===== config.mk =====
export PLATFORM = sky130hd
export DESIGN_NAME = mapram_lookup_sched
export DESIGN_NICKNAME = d
export VERILOG_FILES = /design/src/rtl/mapram_lookup_sched.sv
export SDC_FILE = /design/constraint.sdc
export NUM_CORES = 1
export LEC_CHECK = 0
export ABC_AREA = 1
export CAP_MARGIN = 20
export CORE_MARGIN = 8
export CORE_UTILIZATION = 59
export DETAILED_ROUTE_END_ITERATION = 12
export GPL_ROUTABILITY_DRIVEN = 1
export GPL_TIMING_DRIVEN = 1
export PLACE_DENSITY = 0.85
export SLEW_MARGIN = 10
export SYNTH_ARGS = -nofsm -noshare
export SYNTH_HDL_FRONTEND = slang
export SYNTH_SLANG_ARGS = --single-unit

===== constraint.sdc =====
create_clock -name clk_i -period 4.2 [get_ports clk_i]
set_clock_uncertainty 0.05 [all_clocks]
set_input_delay 0.63 -clock clk_i [delete_from_list [all_inputs] [get_ports clk_i]]
set_output_delay 0.63 -clock clk_i [all_outputs]
set_load 0.005 [all_outputs]

===== src/rtl/mapram_lookup_sched.sv =====
`default_nettype none
// ============================================================================
//  Module      : mapram_lookup_sched
//  Description : Queues incoming event codes, issues one mapping-RAM read per
//                cycle, aligns the returned word with its code and owns the
//                active-bank select with drain-before-swap sequencing.
//  Revision    : 1.0  initial release
// ============================================================================
module mapram_lookup_sched #(
   parameter int FIFO_DEPTH = 8,
   parameter int RD_LAT     = 1
) (
   input  logic        clk_i,
   input  logic        rst_i,
   input  logic [7:0]  evt_code,
   input  logic        evt_valid,
   input  logic        map_en,
   input  logic        clear_busy,
   input  logic        swap_req,
   input  logic [15:0] ram_data,
   output logic [7:0]  rd_addr,
   output logic        rd_en,
   output logic        rd_sel,
   output logic [7:0]  map_code,
   output logic [15:0] map_data,
   output logic        map_valid,
   output logic        swap_ack,
   output logic        fifo_ovf,
   input  logic        ovf_clr,
   output logic        busy
);

   localparam int            c_AW   = (FIFO_DEPTH > 1) ? $clog2(FIFO_DEPTH) : 1;
   localparam logic [c_AW:0] c_FULL = (c_AW + 1)'(FIFO_DEPTH);

   typedef enum logic [1:0] {
      ST_RUN   = 2'd0,
      ST_DRAIN = 2'd1,
      ST_SWAP  = 2'd2
   } state_t;

   // Event FIFO
   logic [7:0]              r_fifo [FIFO_DEPTH];
   logic [c_AW-1:0]         r_wr_ptr;
   logic [c_AW-1:0]         r_rd_ptr;
   logic [c_AW:0]           r_count;

   // In-flight pipeline, one stage per cycle of RAM latency
   logic [RD_LAT-1:0]       r_pv;
   logic [RD_LAT-1:0][7:0]  r_pc;
   logic [RD_LAT-1:0]       w_pv_in;
   logic [RD_LAT-1:0][7:0]  w_pc_in;

   // Control and output registers
   state_t                  r_state;
   state_t                  w_state_nxt;
   logic                    r_swap_pend;
   logic                    r_rd_sel;
   logic                    r_swap_ack;
   logic                    r_ovf;
   logic [7:0]              r_rd_addr;
   logic                    r_map_valid;
   logic [7:0]              r_map_code;
   logic [15:0]             r_map_data;

   logic                    w_push_req;
   logic                    w_push;
   logic                    w_issue;
   logic                    w_run_ok;
   logic                    w_toggle;
   logic                    w_full;
   logic                    w_empty;
   logic                    w_inflight;
   logic                    w_ovf_set;
   logic                    w_result;
   logic [7:0]              w_head;

   assign w_full     = (r_count == c_FULL);
   assign w_empty    = (r_count == '0);
   assign w_inflight = |r_pv;
   assign w_head     = r_fifo[r_rd_ptr];

   // Code 0x00 means "no event" and is never queued
   assign w_push_req = evt_valid && (evt_code != 8'h00) && map_en;
   assign w_issue    = w_run_ok && !w_empty && !clear_busy && map_en;
   // A push into a full FIFO still fits when the head leaves the same cycle
   assign w_push     = w_push_req && (!w_full || w_issue);
   assign w_ovf_set  = w_push_req && w_full && !w_issue;
   assign w_result   = r_pv[RD_LAT-1] && map_en;

   // Bank sequencer: stop issuing on a pending swap, wait for the pipeline to
   // empty, then flip the bank so no lookup straddles two banks
   always_ff @(posedge clk_i) begin
      if (rst_i) begin
         r_state <= ST_RUN;
      end else begin
         r_state <= w_state_nxt;
      end
   end

   // Next-state decode and issue permission
   always_comb begin
      w_state_nxt = r_state;
      w_run_ok    = 1'b0;
      w_toggle    = 1'b0;
      case (r_state)
         ST_RUN: begin
            if (r_swap_pend) begin
               w_state_nxt = ST_DRAIN;
            end else begin
               w_run_ok = 1'b1;
            end
         end
         ST_DRAIN: begin
            if (!w_inflight) begin
               w_state_nxt = ST_SWAP;
            end
         end
         ST_SWAP: begin
            w_toggle    = 1'b1;
            w_state_nxt = ST_RUN;
         end
         default: begin
            w_state_nxt = ST_RUN;
         end
      endcase
   end

   // FIFO storage; stale entries are harmless because pointers gate access
   always_ff @(posedge clk_i) begin
      if (w_push) begin
         r_fifo[r_wr_ptr] <= evt_code;
      end
   end

   // FIFO pointers and occupancy; disabling mapping empties the queue
   always_ff @(posedge clk_i) begin
      if (rst_i || !map_en) begin
         r_wr_ptr <= '0;
         r_rd_ptr <= '0;
         r_count  <= '0;
      end else begin
         if (w_push) begin
            r_wr_ptr <= r_wr_ptr + c_AW'(1);
         end
         if (w_issue) begin
            r_rd_ptr <= r_rd_ptr + c_AW'(1);
         end
         case ({w_push, w_issue})
            2'b10:   r_count <= r_count + (c_AW + 1)'(1);
            2'b01:   r_count <= r_count - (c_AW + 1)'(1);
            default: r_count <= r_count;
         endcase
      end
   end

   // Shift-register inputs: stage 0 takes the new issue, later stages shift
   generate
      for (genvar gi = 0; gi < RD_LAT; gi++) begin : g_stage
         if (gi == 0) begin : g_first
            assign w_pv_in[gi] = w_issue;
            assign w_pc_in[gi] = w_head;
         end else begin : g_shift
            assign w_pv_in[gi] = r_pv[gi-1];
            assign w_pc_in[gi] = r_pc[gi-1];
         end
      end
   endgenerate

   // In-flight tracking; dropping map_en kills outstanding lookups
   always_ff @(posedge clk_i) begin
      if (rst_i || !map_en) begin
         r_pv <= '0;
         r_pc <= '0;
      end else begin
         r_pv <= w_pv_in;
         r_pc <= w_pc_in;
      end
   end

   // Result register: capture RAM data when the matching code reaches the end
   always_ff @(posedge clk_i) begin
      if (rst_i) begin
         r_map_valid <= 1'b0;
         r_map_code  <= 8'h00;
         r_map_data  <= 16'h0000;
      end else begin
         r_map_valid <= w_result;
         if (w_result) begin
            r_map_code <= r_pc[RD_LAT-1];
            r_map_data <= ram_data;
         end
      end
   end

   // Read address holds its last issued value between issues
   always_ff @(posedge clk_i) begin
      if (rst_i) begin
         r_rd_addr <= 8'h00;
      end else if (w_issue) begin
         r_rd_addr <= w_head;
      end
   end

   // Bank select, acknowledge pulse and pending-swap latch; requests seen in
   // the SWAP cycle merge into the swap being performed
   always_ff @(posedge clk_i) begin
      if (rst_i) begin
         r_rd_sel    <= 1'b0;
         r_swap_ack  <= 1'b0;
         r_swap_pend <= 1'b0;
      end else begin
         r_swap_ack <= w_toggle;
         if (w_toggle) begin
            r_rd_sel    <= ~r_rd_sel;
            r_swap_pend <= 1'b0;
         end else begin
            r_swap_pend <= r_swap_pend | swap_req;
         end
      end
   end

   // Sticky overflow flag; a new overflow beats a simultaneous clear
   always_ff @(posedge clk_i) begin
      if (rst_i) begin
         r_ovf <= 1'b0;
      end else if (w_ovf_set) begin
         r_ovf <= 1'b1;
      end else if (ovf_clr) begin
         r_ovf <= 1'b0;
      end
   end

   assign rd_en     = w_issue;
   assign rd_addr   = w_issue ? w_head : r_rd_addr;
   assign rd_sel    = r_rd_sel;
   assign map_valid = r_map_valid;
   assign map_code  = r_map_code;
   assign map_data  = r_map_data;
   assign swap_ack  = r_swap_ack;
   assign fifo_ovf  = r_ovf;
   assign busy      = !w_empty || w_inflight || r_swap_pend;

endmodule
`default_nettype wire


==> impl_metrics.tcl <==
set metrics [dict create \
    status "finished, final reports clean" \
    cts_buffers 17 \
    drcViolationCount 0 \
    cap_violations 0 \
    nets 670 \
    worstPathArrival_ns 3.01 \
    max_stage_delay_ns 0.77 \
    clock.fmax_mhz 271 \
    cts-root-buf "clkbuf_8" \
    vias_per_cell 5.30 \
    ctsHoldBuffers 0 \
    ys_ff_latch 125 \
    cts_tree "built" \
    synth.avg_cell_area_um2 9.04 \
    via_count 3977 \
    crit_path_end_kind "output port" \
    antenna_left 0 \
    grt_usage 0.208 \
    worst_pin_slew_ns 1.00 \
    hold_violations 0 \
    io_pins 69 \
    slew_headroom 0.331 \
    wirelength_um 12000 \
    io_buffers 68 \
    setup_viol 0 \
    grt_pass1_wl_um 18700 \
    leakage_nw 2.64 \
    die_x_um 109 \
    htreeDepth 4 \
    r2r-start "r_count[1]$_SDFFE_PP0P_" \
    wl_per_cell_um 16.0 \
    antenna_found_initial 0 \
    diodes 0 \
    ir_drop_v 0.000358 \
    start_util 0.612 \
    dr.first_iter.drc_count 368 \
    dieArea_um2 11800 \
    grt_max_degree 34 \
    rows 33 \
    ys_seq_area_frac 0.622 \
    rsz0062_at_grt "false" \
    grt_overflow 0 \
    maxSlewViolCount 0 \
    worstHoldPathType "reg2reg" \
    clock_sinks 125 \
    setup_tns_ns 0 \
    critPathMaxFanout 33 \
    gp_congestion 0.817 \
    required_ns 3.52 \
    syn_area_um2 5050 \
    coreArea_um2 8260 \
    clock_latency_ns 0.52 \
    criticalPathCategory "reg2out" \
    synth_cells 559 \
    grt_pass1_vias 3877 \
    powerDensity_nw_per_um2 445 \
    cts_setup_buffers 0 \
    final_layout_size_suffix_gt1_frac 0.0805 \
    dr.pass1.iters 5 \
    ys_warn_count 0 \
    min_from "r_rd_ptr[2]$_SDFFE_PP0P_" \
    synth_fp_nets 595 \
    synth_ff_type "edfxtp_1" \
    path_cells "buf_4 > inv_1 > nand2_1 > nand2_1 > nand2_1 > nand3_1 > nand3_2 > nand2_1 > clkdlybuf4s50_1" \
    min_period_ns 3.69 \
    area_delta_synth_final_pct 26.5 \
    cts_buffer_depth 2 \
    cts_resized 0 \
    crit_top_cell "nand2_1" \
    cpMaxStageDelayCell "inv_1" \
    crit_path_start_kind "flip-flop" \
    clkTransAtPathRegs_ns 0.06 \
    synth-edff-count 64 \
    min_period_over_period 0.878 \
    dp_hpwl_um 7720 \
    p_total_mw 2.84 \
    ys_types 22 \
    die_y_um 109 \
    async_flop_share 0 \
]
-- final timing paths --
| path | slack, ns | cells after the start | endpoint |
|---|---|---|---|
| worst max register to register | 1.99 | 13 | r_count[2]$_SDFFE_PP0P_ |
| worst min register to register | 0.41 | 2 | r_rd_ptr[2]$_SDFFE_PP0P_ |
| worst max-delay path | 0.51 | 9 | rd_addr[6] |
| worst min-delay path | 0.41 | 2 | r_rd_ptr[2]$_SDFFE_PP0P_ |
-- cell type report --
type,instances,area [µm²]
Timing Repair Buffer,76,741
Sequential cell,125,3140
Clock inverter,13,150
Fill cell,491,1870
Clock buffer,18,418
Multi-Input combinational cell,343,1540
Tap cell,105,131
Inverter,71,267
-- state kept, by name (all words and copies together), names as in the netlist, 2 cells and up, named ones only --
register,flops
r_fifo,64
r_pc,8
r_wr_ptr,3
r_rd_addr,8
r_rd_ptr,3
map_code,8
r_count,4
map_data,16
r_state,2
-- cell usage after synthesis (6+ instances only) --
master	count	area (µm²)
a21oi_1	14	70.1
o21ai_0	28	140
inv_1	69	259
nand3_1	51	255
edfxtp_1	64	1920
clkbuf_1	7	26.3
dfxtp_1	61	1220
nor2_1	87	327
buf_2	9	45.0
nand2_1	136	510
nand3_2	6	60.1
-- metrics by stage --
step | hold slack, ns | std cells | setup slack [ns] | area (µm²) | util
2_1_floorplan | 0.383 | 559 | 1.96 | 5050 | -
3_3_place_gp | 0.397 | 720 | 0.898 | 5820 | 0.705
3_5_place_dp | 0.407 | 720 | 0.820 | 5820 | 0.705
4_1_cts | 0.417 | 751 | 0.531 | 6390 | 0.774
5_1_grt | 0.452 | 751 | 0.325 | 6390 | 0.774
6_report | 0.413 | 751 | 0.511 | 6390 | 0.774
-- placed cells by master, fill, tap and decap left out --
| cell type | Yosys | routed |
|---|---|---|
| clkdlybuf4s50_1 | 0 | 68 |
| ha_1 | 5 | 5 |
| o21a_1 | 1 | 1 |
| nor3_1 | 5 | 5 |
| clkbuf_8 | 0 | 1 |
| a21oi_1 | 14 | 14 |
| clkbuf_16 | 0 | 16 |
| nor2_4 | 1 | 1 |
| bufinv_16 | 0 | 3 |
| edfxtp_1 | 64 | 64 |
| clkinv_4 | 0 | 2 |
| clkbuf_1 | 7 | 1 |
| buf_4 | 2 | 8 |
| a21oi_2 | 5 | 5 |
| clkinv_1 | 0 | 2 |
| inv_1 | 69 | 69 |
| nor2_1 | 87 | 87 |
| nand3_2 | 6 | 6 |
| clkinvlp_4 | 0 | 2 |
| clkinv_2 | 0 | 4 |
| nand2_1 | 136 | 136 |
| o21ai_0 | 28 | 28 |
| dfxtp_1 | 61 | 61 |
| xor2_1 | 2 | 2 |
| inv_2 | 2 | 2 |
| nand3_1 | 51 | 51 |
| nor2_2 | 2 | 2 |
-- report_power, final --
group | switching [mW] | leakage, nW | total (mW) | internal, mW
clock network | 0.500 | 0.275 | 1.39 | 0.891
registers | 0.0108 | 1.07 | 1.31 | 1.30
logic | 0.0718 | 1.29 | 0.138 | 0.0659
total | 0.583 | 2.64 | 2.84 | 2.26
-- layer usage --
layer,share of wire,track usage,up-vias
met5,0,0,-
met4,0.018,0.0909,0
met3,0.086,0.0553,23
met2,0.50,0.361,181
met1,0.40,0.234,1837
li1,-,-,1936
-- worst max-delay path: cells and delay by family, from the launching register on --
family	cells	cell delay (ns)
and+or+nand+nor	6	0.65
DFF	1	0.29
buffers and inverters	3	1.52
-- cell families (layout without fill, tap and decap cells) --
| group | Yosys count | in the layout | share of synthesized area |
|---|---|---|---|
| and+or+nand+nor | 288 | 288 | 0.238 |
| DFF | 125 | 125 | 0.622 |
| buffers and inverters | 91 | 178 | 0.0728 |
| AOI/OAI and AO/OA | 48 | 48 | 0.0517 |
| adders and majority gates | 5 | 5 | 0.0124 |
| xor gates and xnor gates | 2 | 2 | 0.00347 |
Note: power is estimated with default switching activity, not from simulation.
